**src/rtl/counter_pkg.sv**
```systemverilog
// Shared widths and count types for the 3:2 / 7:3 population counters.
// The multiplier reduction tree imports these as well.
package counter_pkg;

  localparam int unsigned C32_IN_W  = 3;
  localparam int unsigned C32_OUT_W = 2;
  localparam int unsigned C73_IN_W  = 7;
  localparam int unsigned C73_OUT_W = 3;

  typedef logic [C32_IN_W-1:0]  c32_in_t;
  typedef logic [C32_OUT_W-1:0] c32_cnt_t;
  typedef logic [C73_IN_W-1:0]  c73_in_t;
  typedef logic [C73_OUT_W-1:0] c73_cnt_t;

endpackage

```
**src/rtl/counter_3_2.sv**
```systemverilog
// 3:2 counter (full adder): out[0] is the sum bit, out[1] the majority carry.
module counter_3_2
  import counter_pkg::*;
(
  input  logic [C32_IN_W-1:0]  in,
  output logic [C32_OUT_W-1:0] out
);

  always_comb begin
    out    = '0;
    out[0] = in[0] ^ in[1] ^ in[2];
    out[1] = (in[0] & in[1]) | (in[0] & in[2]) | (in[1] & in[2]);
  end

endmodule

```
**src/rtl/counter_7_3.sv**
```systemverilog
// 7:3 counter built from four full adders, three levels deep.
module counter_7_3
  import counter_pkg::*;
(
  input  logic [C73_IN_W-1:0]  in,
  output logic [C73_OUT_W-1:0] out
);

  c32_cnt_t fa1_out;
  c32_cnt_t fa2_out;
  c32_cnt_t fa3_out;
  c32_cnt_t fa4_out;

  counter_3_2 u_fa1 (
    .in  (in[2:0]),
    .out (fa1_out)
  );

  counter_3_2 u_fa2 (
    .in  (in[5:3]),
    .out (fa2_out)
  );

  // Weight-1 sums of both groups plus bit 6 give the final LSB.
  counter_3_2 u_fa3 (
    .in  ({in[6], fa2_out[0], fa1_out[0]}),
    .out (fa3_out)
  );

  // All three weight-2 carries compress into the upper two bits.
  counter_3_2 u_fa4 (
    .in  ({fa3_out[1], fa2_out[1], fa1_out[1]}),
    .out (fa4_out)
  );

  assign out = {fa4_out[1], fa4_out[0], fa3_out[0]};

endmodule

```
**src/rtl/counter_unit.sv**
```systemverilog
// Registered population-count unit: parallel 3:2 and 7:3 counters with one
// output register stage and a valid flag.
module counter_unit
  import counter_pkg::*;
(
  input  logic                 clk,
  input  logic                 rst,
  input  logic                 in_valid,
  input  logic [C32_IN_W-1:0]  in_3_2,
  input  logic [C73_IN_W-1:0]  in_7_3,
  output logic                 out_valid,
  output logic [C32_OUT_W-1:0] out_3_2,
  output logic [C73_OUT_W-1:0] out_7_3
);

  c32_cnt_t cnt_3_2;
  c73_cnt_t cnt_7_3;

  counter_3_2 u_c32 (
    .in  (in_3_2),
    .out (cnt_3_2)
  );

  counter_7_3 u_c73 (
    .in  (in_7_3),
    .out (cnt_7_3)
  );

  // Data registers hold across invalid cycles; only the valid flag drops.
  always_ff @(posedge clk or posedge rst) begin
    if (rst) begin
      out_valid <= 1'b0;
      out_3_2   <= '0;
      out_7_3   <= '0;
    end else begin
      out_valid <= in_valid;
      if (in_valid) begin
        out_3_2 <= cnt_3_2;
        out_7_3 <= cnt_7_3;
      end
    end
  end

endmodule

```
**config.mk**
```make
export PLATFORM = sky130hd
export DESIGN_NAME = counter_unit
export DESIGN_NICKNAME = d
export VERILOG_FILES = /design/src/rtl/counter_pkg.sv /design/src/rtl/counter_3_2.sv /design/src/rtl/counter_7_3.sv /design/src/rtl/counter_unit.sv
export SDC_FILE = /design/constraint.sdc
export NUM_CORES = 1
export LEC_CHECK = 0
export ABC_AREA = 1
export CAP_MARGIN = 20
export CORE_AREA = 3 3 40 42
export CTS_BUF_LIST = sky130_fd_sc_hd__clkbuf_8
export DETAILED_ROUTE_END_ITERATION = 10
export DIE_AREA = 0 0 43 45
export PLACE_DENSITY = 0.57
export SYNTH_ARGS = -nofsm -noshare
export SYNTH_HDL_FRONTEND = slang
export SYNTH_HIERARCHICAL = 1
export SYNTH_SLANG_ARGS = --single-unit
```
**constraint.sdc**
```tcl
create_clock -name clk -period 0.9 [get_ports clk]
set_clock_uncertainty 0.1 [all_clocks]
set_input_delay 0.18 -clock clk [delete_from_list [all_inputs] [get_ports clk]]
set_output_delay 0.18 -clock clk [all_outputs]
set_load 0.03 [all_outputs]
```
==> results of run 1 <==
==> kinds of logic (layout without fill, tap and decap cells) <==
kind of cell               after synthesis  after routing  synth area share [%]
DFF                                      6              6                  47.8
and+or+nand+nor                         15             15                  17.9
buffers and inverters                    2             26                  2.39
adders and majority gates                5              5                  31.9
==> state kept, by name, indices dropped and copies added (netlist names) <==
name and count:
out_3_2 2, out_valid 1, out_7_3 3
==> metrics by stage <==
stage                     setup TNS (ps)  area (um^2)  instances
final                              -2720          557         67
after global routing               -3120          557         67
after CTS                          -2840          554         67
after detailed placement           -4960          515         63
after global placement             -4780          515         63
after floorplan                    -2320          317         28
==> how the worst min path moves through the flow <==
| stage | from | cells after the start | endpoint | slack [ps] |
|---|---|---|---|---|
| after global routing | rst | 2 | out_3_2[0] | 120 |
| after global placement | rst | 2 | out_valid | 320 |
| after floorplan | rst | 1 | out_3_2[0] | -130 |
| final | rst | 2 | out_3_2[0] | 80 |
| after detailed placement | rst | 2 | out_valid | 310 |
| after CTS | rst | 2 | out_3_2[0] | 90 |
==> report_power, final <==
part | leakage (nW) | internal (W) | switching [W]
logic | 0.200 | 0.000188 | 0.000195
registers | 0.0725 | 0.000318 | 0.0000359
clock network | 0.0216 | 0.000286 | 0.000104
total | 0.294 | 0.000793 | 0.000335
==> critical path, stage by stage <==
cell	delay, ps
buf_6	90
fa_1	500
fa_2	370
fa_1	430
nand2_1	70
nand2_1	40
==> cells in the mapped netlist <==
cell      n  area share [%]
nand2_1  15              18
dfrtp_1   6              48
fa_1      5              32
inv_1     1             1.2
inv_2     1             1.2
==> repair_timing <==
item | 4_1_cts | 5_1_grt
setup buffers | 1 | 0
setup endpoints to repair | 11 | 11
cloned | 0 | 0
gates resized for setup | 43 | 1
pin swaps | 8 | 5
==> metal layers <==
layer  share of wire, %  track usage (%)
met1                 41             12.5
met2                 49             14.4
met3                8.8             5.18
met4               0.55             3.61
met5                  0                0
==> layout make-up <==
cell class | count | area, um^2
Multi-Input combinational cell | 20 | 159
Inverter | 2 | 7.51
Tap cell | 15 | 18.8
Clock buffer | 3 | 41.3
Timing Repair Buffer | 21 | 180
Sequential cell | 6 | 150
Fill cell | 130 | 728
==> impl_metrics.ini, run 1 <==
[clock_network]
clkLatencyLatePin_ps = 220
cts_buffers = 3
clockBufferDepth = 2
cts_num_sinks = 6
cts_max_level = 1
root_buffer = clkbuf_8
path_clk_slew_ps = 40
cts_tree = done
hold_buffers = 0

[power_and_ir_drop]
p_leak_nw = 0.294
power_w = 0.00113
power_density_nw_per_um2 = 2030
peakVddDrop_v = 0.000945

[cells_and_area]
fin_util_pct = 43.3
syn2layout_area_growth_pct = 77.3
layout.nets = 72
drive_gt1_share_pct = 44.2
final_cell_mix = nand2_1, buf_6, buf_2
diodes = 0
final_common_cell = nand2_1

[logic_synthesis]
ys_seq_area_share_pct = 47.8
synth-warning-count = 6
ys_types = 5
syn_inst = 28
syn_area_um2 = 314
synth_area_per_cell_um2 = 11.2
synth-seq-cells = 6
syn-num-nets = 46

[setup_path]
r2r_cells = 3
worstSetupStartpointType = input port
cp.arrival_ps = 1690
r2r-start = out_7_3[0]
cp_max_fo = 1
r2r_setup_slack_ps = 80
crit_path_end_kind = register
critPathLaunch = in_7_3[3]
endpoint = out_7_3[1]
crit_required_ps = 900
crit_type = input port to register
timing.rr.end = out_7_3[0]

[sta]
drv_slew = 0
hold_viol = 0
setup_viol = 9
whs_ps = 84.9
worstMarginPinSlew_ps = 222
period_needed_ps = 1680
slew-limit-headroom_pct = 85.2
grt_setup_unrepaired = true
setup_ws_ps = -782
finalCritPeriodShare_pct = 187
fmax_ghz = 0.595

[placement]
place_ws_ps = -1400
io_buffers = 18
hpwl_um = 616
gp_congestion = 0.673

[drt]
via_per_inst = 4.16
drt-wirelength-per-cell_um = 10.9
wl_um = 731
drcViolationCount = 0
dr.pass1.iters = 4
antenna_left = 0
drtIter0Drc = 2
vias = 279

[floorplan]
die_h_um = 45
initial_core_util_pct = 24.4
core_um2 = 1280
die-area_um2 = 1940
rows = 13
pin_count = 19
die_width_um = 43

[outcome]
violations = setup timing
run_status = complete, but fails checks

[global_routing]
grt_use_total_pct = 9.87
grt_overflow = 0
grt_pass1_vias = 312
grt_first_pass_wirelength_mm = 1.38
antenna_found_initial = 0
grt_max_degree = 7

[hold_path]
hold_class = input port to asynchronous set/reset pin

[run]
maxCapViolations = 0
Note: power is estimated with default switching activity, not from simulation.
==> run 2: changes to the inputs <==
--- a/config.mk
+++ b/config.mk
@@ -6,7 +6,6 @@
 export NUM_CORES = 1
 export LEC_CHECK = 0
 export ABC_AREA = 1
-export CAP_MARGIN = 20
 export CORE_AREA = 3 3 40 42
 export CTS_BUF_LIST = sky130_fd_sc_hd__clkbuf_8
 export DETAILED_ROUTE_END_ITERATION = 10
==> results of run 2 <==
The final DEF is identical to that of run 1; final timing and power are the same.
